===== src/rtl/uart_pkg.sv =====
// -----------------------------------------------------------------------------
// uart_pkg
// Shared types and constants for the UART transmit path.
//   arb_state_t : state of the TX port arbiter (idle / locked to one owner)
//   UART_BYTE_W : width of one UART payload byte
// -----------------------------------------------------------------------------
package uart_pkg;

    localparam int UART_BYTE_W = 8;

    typedef enum logic [0:0] {
        ARB_IDLE = 1'b0,
        ARB_LOCK = 1'b1
    } arb_state_t;

endpackage : uart_pkg


===== src/rtl/rr_pick.sv =====
// -----------------------------------------------------------------------------
// rr_pick
// Purely combinational round-robin priority encoder. Returns the first set
// bit of req, searching ptr, ptr+1, ... modulo N_REQ.
// Ports:
//   req  in  N_REQ  request vector
//   ptr  in  IDX_W  index with highest priority
//   idx  out IDX_W  chosen index (equals ptr when nothing is requested)
//   any  out 1      at least one request present
// -----------------------------------------------------------------------------
module rr_pick #(
    parameter  int N_REQ = 4,
    localparam int IDX_W = $clog2(N_REQ)
) (
    input  logic [N_REQ-1:0] req,
    input  logic [IDX_W-1:0] ptr,
    output logic [IDX_W-1:0] idx,
    output logic             any
);

    // Walk the search order from the lowest priority to the highest, so the
    // last match written (the one closest to ptr) is the winner.
    always_comb begin
        int               pos;
        logic [IDX_W-1:0] pos_idx;
        pos     = 0;
        pos_idx = '0;
        idx     = ptr;
        any     = |req;
        for (int k = N_REQ - 1; k >= 0; k--) begin
            pos     = (int'(ptr) + k) % N_REQ;
            pos_idx = IDX_W'(pos);
            if (req[pos_idx]) begin
                idx = pos_idx;
            end
        end
    end

endmodule : rr_pick


===== src/rtl/uart_tx_arb.sv =====
// -----------------------------------------------------------------------------
// uart_tx_arb
// Round-robin arbiter sharing one UART TX byte port between N_REQ requesters.
// The grant is locked to one requester for a whole message (ended by a byte
// with req_last set) so text never interleaves. A watchdog frees a lock whose
// owner stops offering bytes for IDLE_MAX consecutive cycles.
// Ports:
//   clk        in  1          system clock
//   rst_n      in  1          synchronous reset, active-low
//   req_valid  in  N_REQ      per-requester byte valid
//   req_last   in  N_REQ      byte is the last of its message
//   req_data   in  N_REQ*8    requester i byte at [8i+7:8i]
//   req_ready  out N_REQ      per-requester accept (one-hot or zero)
//   out_valid  out 1          byte valid toward the UART controller
//   out_ready  in  1          UART controller accept
//   out_data   out 8          byte toward the UART controller
//   grant_id   out IDX_W      current or last owner
//   busy       out 1          locked or holding a byte
//   timeout    out 1          one-cycle pulse on watchdog release
// -----------------------------------------------------------------------------
module uart_tx_arb
    import uart_pkg::*;
#(
    parameter  int N_REQ    = 4,
    parameter  int IDLE_MAX = 1024,
    localparam int IDX_W    = $clog2(N_REQ)
) (
    input  logic                         clk,
    input  logic                         rst_n,
    input  logic [N_REQ-1:0]             req_valid,
    input  logic [N_REQ-1:0]             req_last,
    input  logic [N_REQ*UART_BYTE_W-1:0] req_data,
    output logic [N_REQ-1:0]             req_ready,
    output logic                         out_valid,
    input  logic                         out_ready,
    output logic [UART_BYTE_W-1:0]       out_data,
    output logic [IDX_W-1:0]             grant_id,
    output logic                         busy,
    output logic                         timeout
);

    localparam int WD_W = $clog2(IDLE_MAX + 1);

    arb_state_t             state, state_next;
    logic [IDX_W-1:0]       rr_ptr, rr_next;
    logic [IDX_W-1:0]       grant_next;
    logic [WD_W-1:0]        wdog, wdog_next;
    logic                   timeout_next;

    logic [IDX_W-1:0]       pick_idx;
    logic                   pick_any;
    logic                   out_free;
    logic                   owner_valid;
    logic                   owner_last;
    logic [UART_BYTE_W-1:0] owner_data;
    logic                   in_xfer;
    logic [IDX_W-1:0]       owner_inc;

    rr_pick #(
        .N_REQ (N_REQ)
    ) u_rr_pick (
        .req (req_valid),
        .ptr (rr_ptr),
        .idx (pick_idx),
        .any (pick_any)
    );

    // The owner's view of the requester bus, plus whether the one-entry output
    // register can take a byte this cycle (empty, or being drained right now).
    always_comb begin
        out_free    = !out_valid || out_ready;
        owner_valid = req_valid[grant_id];
        owner_last  = req_last[grant_id];
        owner_data  = req_data[grant_id*UART_BYTE_W +: UART_BYTE_W];
        owner_inc   = (grant_id == IDX_W'(N_REQ - 1)) ? '0 : grant_id + 1'b1;
        req_ready   = '0;
        if (state == ARB_LOCK && out_free) begin
            req_ready = N_REQ'(1) << grant_id;
        end
        in_xfer = (state == ARB_LOCK) && owner_valid && out_free;
        busy    = (state == ARB_LOCK) || out_valid;
    end

    // Next-state logic. Back-pressure on the output keeps owner_valid high, so
    // it clears the watchdog rather than counting as an idle owner.
    always_comb begin
        state_next   = state;
        grant_next   = grant_id;
        rr_next      = rr_ptr;
        wdog_next    = wdog;
        timeout_next = 1'b0;
        case (state)
            ARB_IDLE: begin
                if (pick_any) begin
                    state_next = ARB_LOCK;
                    grant_next = pick_idx;
                    wdog_next  = '0;
                end
            end
            ARB_LOCK: begin
                if (owner_valid) begin
                    wdog_next = '0;
                    if (in_xfer && owner_last) begin
                        state_next = ARB_IDLE;
                        rr_next    = owner_inc;
                    end
                end else begin
                    if (wdog != WD_W'(IDLE_MAX)) begin
                        wdog_next = wdog + 1'b1;
                    end
                    if (wdog >= WD_W'(IDLE_MAX - 1)) begin
                        state_next   = ARB_IDLE;
                        rr_next      = owner_inc;
                        timeout_next = 1'b1;
                    end
                end
            end
            default: begin
                state_next = ARB_IDLE;
            end
        endcase
    end

    // Arbiter state register: FSM state, owner, round-robin pointer, watchdog.
    always_ff @(posedge clk) begin
        if (!rst_n) begin
            state    <= ARB_IDLE;
            grant_id <= '0;
            rr_ptr   <= '0;
            wdog     <= '0;
            timeout  <= 1'b0;
        end else begin
            state    <= state_next;
            grant_id <= grant_next;
            rr_ptr   <= rr_next;
            wdog     <= wdog_next;
            timeout  <= timeout_next;
        end
    end

    // One-entry output register. A load and a drain in the same cycle simply
    // reload, which is what gives one byte per cycle under steady out_ready.
    always_ff @(posedge clk) begin
        if (!rst_n) begin
            out_valid <= 1'b0;
            out_data  <= '0;
        end else if (in_xfer) begin
            out_valid <= 1'b1;
            out_data  <= owner_data;
        end else if (out_ready) begin
            out_valid <= 1'b0;
        end
    end

endmodule : uart_tx_arb


===== config.mk =====
export PLATFORM = sky130hd
export DESIGN_NAME = uart_tx_arb
export DESIGN_NICKNAME = d
export VERILOG_FILES = /design/src/rtl/uart_pkg.sv /design/src/rtl/rr_pick.sv /design/src/rtl/uart_tx_arb.sv
export SDC_FILE = /design/constraint.sdc
export NUM_CORES = 1
export LEC_CHECK = 0
export CORE_MARGIN = 2
export CORE_UTILIZATION = 44
export CTS_CLUSTER_DIAMETER = 30
export DETAILED_ROUTE_END_ITERATION = 8
export GPL_ROUTABILITY_DRIVEN = 0
export PLACE_DENSITY = 0.82
export SETUP_SLACK_MARGIN = 0.2
export SYNTH_ARGS = -nofsm -noshare
export SYNTH_HDL_FRONTEND = slang
export SYNTH_SLANG_ARGS = --single-unit

===== constraint.sdc =====
create_clock -name clk -period 1.9 [get_ports clk]
set_input_delay 0.19 -clock clk [delete_from_list [all_inputs] [get_ports clk]]
set_output_delay 0.19 -clock clk [all_outputs]
set_load 0.005 [all_outputs]

==> results.md, run 1 <==
- Switch Pwr: 0.0003484 W
- Setup Skew: 0.01264 ns
- CTS tree: yes
- Largest family of logic cells by synthesized area: simple AND/OR/NAND/NOR gates
- Post-synthesis compound-gate area fraction: 12.83%
- Sequential area share after synthesis: 32.55%
- Yosys top cell area share: 32.55%
- DPL Wire Length: 3.149 mm
- P&R area growth vs syn: 52.50%
- Syn Nets: 216
- Number of synthesized flops with an enable pin: 0
- DR iter-0 viols: 69
- CTS Buf Count: 3
- Final WS setup: 0.1141 ns
- Xor/xnor share of the synthesized area: 4.382%
- Syn Inst Count: 167
- Simple-Gate Fraction of Synth Area: 22.30%
- Layout fillers: 255
- Yosys top cell by area: dfxtp_1
- Area contributors post-synth: dfxtp_1 (33%), mux4_2 (14%), mux2i_1 (5.0%)
- Top post-synthesis cells by count: dfxtp_1 (26), nor2_1 (15), mux4_2 (10), nor2b_1 (10)
- Hold depth: 2
- MaxCap Viol Count: 0
- Initial antenna violation count: 0
- Initial Util: 46.81%
- Post-Place Cells: 277
- Netlist Area Pre-Place: 1599 um2
- Die X: 64.29 um
- H-tree depth: 1
- Reg-to-Reg Start: grant_id[1]$_SDFFE_PN0P_
- Rows: 21
- Worst-path maximum fanout: 5
- Switch share: 26.70%
- I/O pin count: 60
- Total core area: 3416 um2
- Sink Count: 26
- CP top delay family: multiplexers
- Clk pwr share: 22.2%
- First-pass GRT wire length: 6.775 mm
- Multiplexer share of the synthesized area: 19.09%
- Multi-input logic area: 1028 um2
- Final setup violation count: 0
- Post-DRT Antenna Nets: 0
- Comb power frac: 32.1%
- Crit share post-route: 93.99%
- Synth Area in Adders: 4.695%
- DIE AREA: 4133 um2
- Min-delay src: rr_ptr[0]$_SDFFE_PN0P_
- Sequential cell area: 526.8 um2
- Grt ovf: 0
- Hold Path End: rr_ptr[0]$_SDFFE_PN0P_
- Place WS: -0.01322 ns
- Crit-path slowest cell: mux4_2
- WP data arrival: 2.00 ns
- Mean Syn Cell Area: 9.575 um2
- Worst VDD drop: 0.3223 mV
- Root Buffer: clkbuf_4
- Slew @ Worst Pin: 0.4043 ns
- Final Hold Violating Endpoints: 0
- Die height: 64.29 um
- Nets@finish: 291
- Crit path launch type: flip-flop
- Top-count cell post-synth: dfxtp_1
- #FFs+latches synth: 26
- Drt via density: 5.575
- Critical path buffer and inverter count: 1
- Critical Path RT: 2.12 ns
- Via count: 1600
- Reg2reg end: wdog[2]$_SDFFE_PN0P_
- CP cell instances: buf_6 -> mux4_2 -> nand2b_4 -> o211ai_2 -> xor2_1 -> nor2_1
- Input/output buffers: 59
- Register clock-pin slew on the reported worst setup and hold paths: 0.15 ns
- P_int: 0.0009566 W
- Slew HR: 73.04%
- Fin cells: 287
- Status: complete, no violations
- Netlist cell types: 38
- Unrepaired setup endpoints after global routing: true
- Max Clock Freq: 559.9 MHz
- Clock Latency Late Sink: 0.33 ns
- Flop pwr share: 45.7%
- Number of global-route vias before repair: 1505
- WS Path Type: flip-flop to flip-flop
- CP Launch Point: grant_id[1]$_SDFFE_PN0P_
- P per Cell Area: 535.2 nW/um2
- Synth warn: 0
- Fin crit period: 1.786 ns
- TritonRoute pass-1 iters: 4
- Async S/R FF share, synth: 0%
- R2r worst-path depth: 6
- # DRC: 0
- Routed WL per cell: 14.81 um
- Final Slew Violations: 0
- # diodes: 0
- Synth Flop Type: dfxtp_1
- Hold bufs inserted after CTS: 0
- WL final: 4.250 mm
- CP Capture Type: flip-flop
- Leak: 0.9696 nW
- Share of cells above drive strength 1: 18.67%
- Slowest stage delay, CP: 0.55 ns
- R2r setup slk: 0.11 ns
- CTS max path bufs: 2
- Hold Path Class: flip-flop to flip-flop
- Largest net degree at the start of global routing: 15
- Global-route usage over all layers: 21.19%
-- power by group through the flow --
stage          Clock (W)  Combinational [W]  Sequential [W]
3_5_place_dp           0           0.000390        0.000609
5_1_grt         0.000313           0.000452        0.000600
2_1_floorplan          0           0.000181        0.000608
3_3_place_gp           0           0.000382        0.000608
6_report        0.000290           0.000419        0.000597
4_1_cts         0.000292           0.000406        0.000595
-- state kept, by name, summed over array words and instances (netlist names) --
signal,cells
wdog,11
out_data,8
grant_id,2
rr_ptr,2
out_valid,1
state,1
timeout,1
-- layout make-up --
| type | count | share of cell area [%] |
|---|---|---|
| well taps | 46 | 2.360 |
| repair buffers | 78 | 31.14 |
| flip-flops and latches | 26 | 21.60 |
| inverters | 8 | 1.231 |
| clock buffers | 4 | 1.488 |
| multi-input cells | 125 | 42.18 |
-- worst max-delay path by stage --
stage                           end  cells after the start
2_1_floorplan  wdog[2]$_SDFFE_PN0P_                      5
3_3_place_gp   wdog[4]$_SDFFE_PN0P_                      6
3_5_place_dp   wdog[4]$_SDFFE_PN0P_                      6
4_1_cts        wdog[4]$_SDFFE_PN0P_                      6
5_1_grt        wdog[2]$_SDFFE_PN0P_                      6
6_report       wdog[2]$_SDFFE_PN0P_                      6
-- per-layer routing --
layer	track usage, %	wire length (um)	up-vias	part of all wire (%)
met3	3.345	169	10	4.0
met2	36.72	2296	58	54
met5	0	0	-	0
li1	-	-	762	-
met4	9.840	104	0	2.4
met1	25.64	1680	770	40
-- what timing repair did --
action,4_1_cts,5_1_grt
pin swaps,0,6
gates resized for setup,9,8
hold endpoints to repair,0,0
endpoints found under the setup margin,5,22
setup buffers,6,0
-- cells in the final DEF, fill, tap and decap left out, types with 8 or more instances in the layout --
| cell type | count |
|---|---|
| inv_1 | 8 |
| nor2_1 | 15 |
| mux4_2 | 10 |
| dfxtp_1 | 23 |
| mux2i_1 | 8 |
| buf_4 | 15 |
| clkdlybuf4s50_1 | 55 |
| and3_1 | 9 |
| nand2_1 | 9 |
| nor2b_1 | 10 |
-- worst register-to-register path, delay by kind of cell, from the launching register on --
family	cells	cell delay [ns]
AO/OA/AOI/OAI	1	0.16
XOR/XNOR	1	0.20
buffers and inverters	1	0.11
flip-flops	1	0.39
multiplexers	1	0.55
AND/OR/NAND/NOR	2	0.26
-- kinds of logic (layout without fill, tap and decap cells) --
family | after synthesis | in the layout
adder cells (fa/ha/maj) | 6 | 6
buffers and inverters | 16 | 90
AO/OA/AOI/OAI | 27 | 27
flip-flops | 26 | 26
XOR/XNOR | 8 | 8
multiplexers | 18 | 18
AND/OR/NAND/NOR | 66 | 66
-- stage by stage --
step / hold WS [ns] / total power (W) / area [um2] / setup TNS, ns / util, %
after floorplan: 0.4382 / 0.0007887 / 1599 / 0 / -
after global placement: 0.4775 / 0.0009903 / 2321 / 0 / 67.95
after detailed placement: 0.4856 / 0.0009992 / 2321 / -0.01322 / 67.95
after CTS: 0.5044 / 0.001293 / 2410 / 0 / 70.55
after global routing: 0.5384 / 0.001365 / 2439 / 0 / 71.39
final: 0.5130 / 0.001305 / 2439 / 0 / 71.39
(Power assumes the default switching activity.)
==> run 2: changes to the inputs <==
CORE_UTILIZATION = 46   (was 44)
CTS_BUF_LIST = sky130_fd_sc_hd__clkbuf_4 sky130_fd_sc_hd__clkbuf_8   (was unset)
PLACE_DENSITY = 0.85   (was 0.82)
==> run 2 against run 1 <==
Critical endpoint is now wdog[4]$_SDFFE_PN0P_. Core utilization increased by 2.0 points. Cell count increased by 1.0%. Register-to-register slack improved by 0.06 ns. Sequential power about the same. Global-route usage decreased by 0.14 points. Setup slack improved by 0.064 ns. Largest power group unchanged. Die area decreased by 4.1%.
==> results.md, run 2 (synthesized netlist as in run 1, its figures left out) <==
- CP Depth: 6 (unchanged)
- Fin crit period: 1.722 ns (was 1.786 ns)
- MaxCap Viol Count: 0 (unchanged)
- Post-DRT Antenna Nets: 0 (unchanged)
- Final Slew Violations: 0 (unchanged)
- Via count: 1552 (was 1600)
- Leak: 0.9867 nW (was 0.9696 nW)
- Status: complete, no violations (unchanged)
- # diodes: 0 (unchanged)
- Clock Latency Late Sink: 0.33 ns (about the same)
- TNS Setup: 0 ns (unchanged)
- Most frequent cells in the layout: clkdlybuf4s50_1 (55), dfxtp_1 (23), buf_4 (20), nor2_1 (15) (was clkdlybuf4s50_1 (55), dfxtp_1 (23), nor2_1 (15), buf_4 (15))
- Grt ovf: 0 (unchanged)
- Critical path buffer and inverter count: 1 (unchanged)
- Worst VDD drop: 0.2943 mV (was 0.3223 mV)
- Share of cells above drive strength 1: 19.67% (was 18.67%)
- Die X: 62.96 um (was 64.29 um)
- DR iter-0 viols: 51 (was 69)
- I/O pin count: 60 (unchanged)
- P per Cell Area: 517.1 nW/um2 (was 535.2 nW/um2)
- Slew @ Worst Pin: 0.4380 ns (was 0.4043 ns)
- Rows: 21 (unchanged)
- Crit path launch type: flip-flop (unchanged)
- Number of global-route vias before repair: 1481 (was 1505)
- Global-route usage over all layers: 21.05% (was 21.19%)
- Crit-path slowest cell: mux4_2 (unchanged)
- Sink Count: 26 (unchanged)
- Root Buffer: clkbuf_4 (unchanged)
- Biggest registers after layout: wdog (11), out_data (8) (unchanged)
- Drt via density: 5.352 (was 5.575)
- DIE AREA: 3964 um2 (was 4133 um2)
- Multi-input logic area: 1026 um2 (was 1028 um2)
- Fin area: 2449 um2 (was 2439 um2)
- Initial antenna violation count: 0 (unchanged)
- # DRC: 0 (unchanged)
- CP top delay family: multiplexers (unchanged)
- CP cell instances: buf_6 -> mux4_2 -> nand2b_4 -> o211ai_2 -> xor2_1 -> nor2_1 (unchanged)
- Commonest non-fill, non-tap cell in the layout: clkdlybuf4s50_1 (unchanged)
- Input/output buffers: 59 (unchanged)
- Die height: 62.96 um (was 64.29 um)
- Slew HR: 70.71% (was 73.04%)
- H-tree depth: 1 (unchanged)
- CP Capture Type: flip-flop (unchanged)
- WP data arrival: 1.95 ns (was 2.00 ns)
- CTS tree: yes (unchanged)
- Final Hold Violating Endpoints: 0 (unchanged)
- Hold depth: 2 (unchanged)
- Layout fillers: 252 (was 255)
- Hold bufs inserted after CTS: 0 (unchanged)
- Total power: 0.001266 W (was 0.001305 W)
- CTS max path bufs: 2 (unchanged)
- Slowest stage delay, CP: 0.54 ns (was 0.55 ns)
- Crit share post-route: 90.63% (was 93.99%)
- Final setup violation count: 0 (unchanged)
- Unrepaired setup endpoints after global routing: true (unchanged)
- Largest net degree at the start of global routing: 15 (unchanged)
- Finished Core Util: 73.38% (was 71.39%)
- Max Clock Freq: 580.7 MHz (was 559.9 MHz)
- DPL Wire Length: 3.228 mm (was 3.149 mm)
- P&R area growth vs syn: 53.13% (was 52.50%)
- Initial Util: 47.92% (was 46.81%)
- Sequential cell area: 529.3 um2 (was 526.8 um2)
- WS Path Type: flip-flop to flip-flop (unchanged)
- Largest Register: wdog (unchanged)
- Nets@finish: 295 (was 291)
- Critical Path RT: 2.13 ns (was 2.12 ns)
- Total core area: 3337 um2 (was 3416 um2)
- TritonRoute pass-1 iters: 4 (unchanged)
- Hold Path Class: flip-flop to flip-flop (unchanged)
- Worst-path maximum fanout: 5 (unchanged)
- Register clock-pin slew on the reported worst setup and hold paths: 0.14 ns (was 0.15 ns)
- CTS Buf Count: 3 (unchanged)
- Routed WL per cell: 14.44 um (was 14.81 um)
- Max reg flops: 11 (unchanged)
- Dpl cell area: 2321 um2 (unchanged)
- Setup Skew: 0.008003 ns (was 0.01264 ns)
- WL final: 4.188 mm (was 4.250 mm)
- R2r worst-path depth: 6 (unchanged)
- First-pass GRT wire length: 6.699 mm (was 6.775 mm)
-- run 2: changes by cell type in the layout (fill, tap and decap cells not counted), sizes merged --
cell           delta
buf               +4
clkbuf            -1
clkdlybuf4s15     -2
dlygate4sd2       +2
-- run 2: layout make-up --
cell class              instances  area share, %
repair buffers                 82          31.99
multi-input cells             125          41.90
clock buffers                   3         0.9198
flip-flops and latches         26          21.61
well taps                      46          2.351
inverters                       8          1.226
-- run 2: final timing paths --
check                           startpoint                endpoint  slack (ns)
setup / recovery  grant_id[1]$_SDFFE_PN0P_    wdog[4]$_SDFFE_PN0P_        0.18
hold / removal      rr_ptr[0]$_SDFFE_PN0P_  rr_ptr[0]$_SDFFE_PN0P_        0.51
hold reg to reg     rr_ptr[0]$_SDFFE_PN0P_  rr_ptr[0]$_SDFFE_PN0P_        0.51
setup reg to reg  grant_id[1]$_SDFFE_PN0P_    wdog[4]$_SDFFE_PN0P_        0.18
-- run 2: what timing repair did --
item,in CTS,in global routing
buffers inserted,6,4
endpoints found under the setup margin,6,20
pin swaps,0,4
hold endpoints to repair,0,0
gates resized for setup,10,5
-- run 2: worst min-delay path: cells and delay by family (launching register included) --
family          cells  cell delay, ns
compound gates      1            0.05
flops               1            0.36
simple gates        1            0.07
-- run 2: power by group --
part | switching (W) | internal, W | leakage [nW]
clock | 0.000167 | 0.0000745 | 0.0138
combinational | 0.000153 | 0.000274 | 0.760
sequential | 0.0000244 | 0.000573 | 0.213
total | 0.000345 | 0.000922 | 0.987
-- run 2: per-layer routing --
| metal | part of all wire [%] | vias to the layer above | GRT usage (%) |
|---|---|---|---|
| li1 | - | 767 | - |
| met1 | 43 | 740 | 25.94 |
| met2 | 53 | 41 | 38.30 |
| met3 | 3.2 | 4 | 1.802 |
| met4 | 1.0 | 0 | 6.944 |
| met5 | 0 | - | 0 |
-- run 2: metrics by stage --
step / std cells / hold WS [ns] / worst slack [ns]
floorplan: 167 / 0.4382 / 0.2426
global placement: 277 / 0.4765 / 0.02924
detailed placement: 277 / 0.4866 / -0.01597
CTS: 286 / 0.5087 / 0.1676
global route: 290 / 0.5320 / 0.1160
finish: 290 / 0.5080 / 0.1781
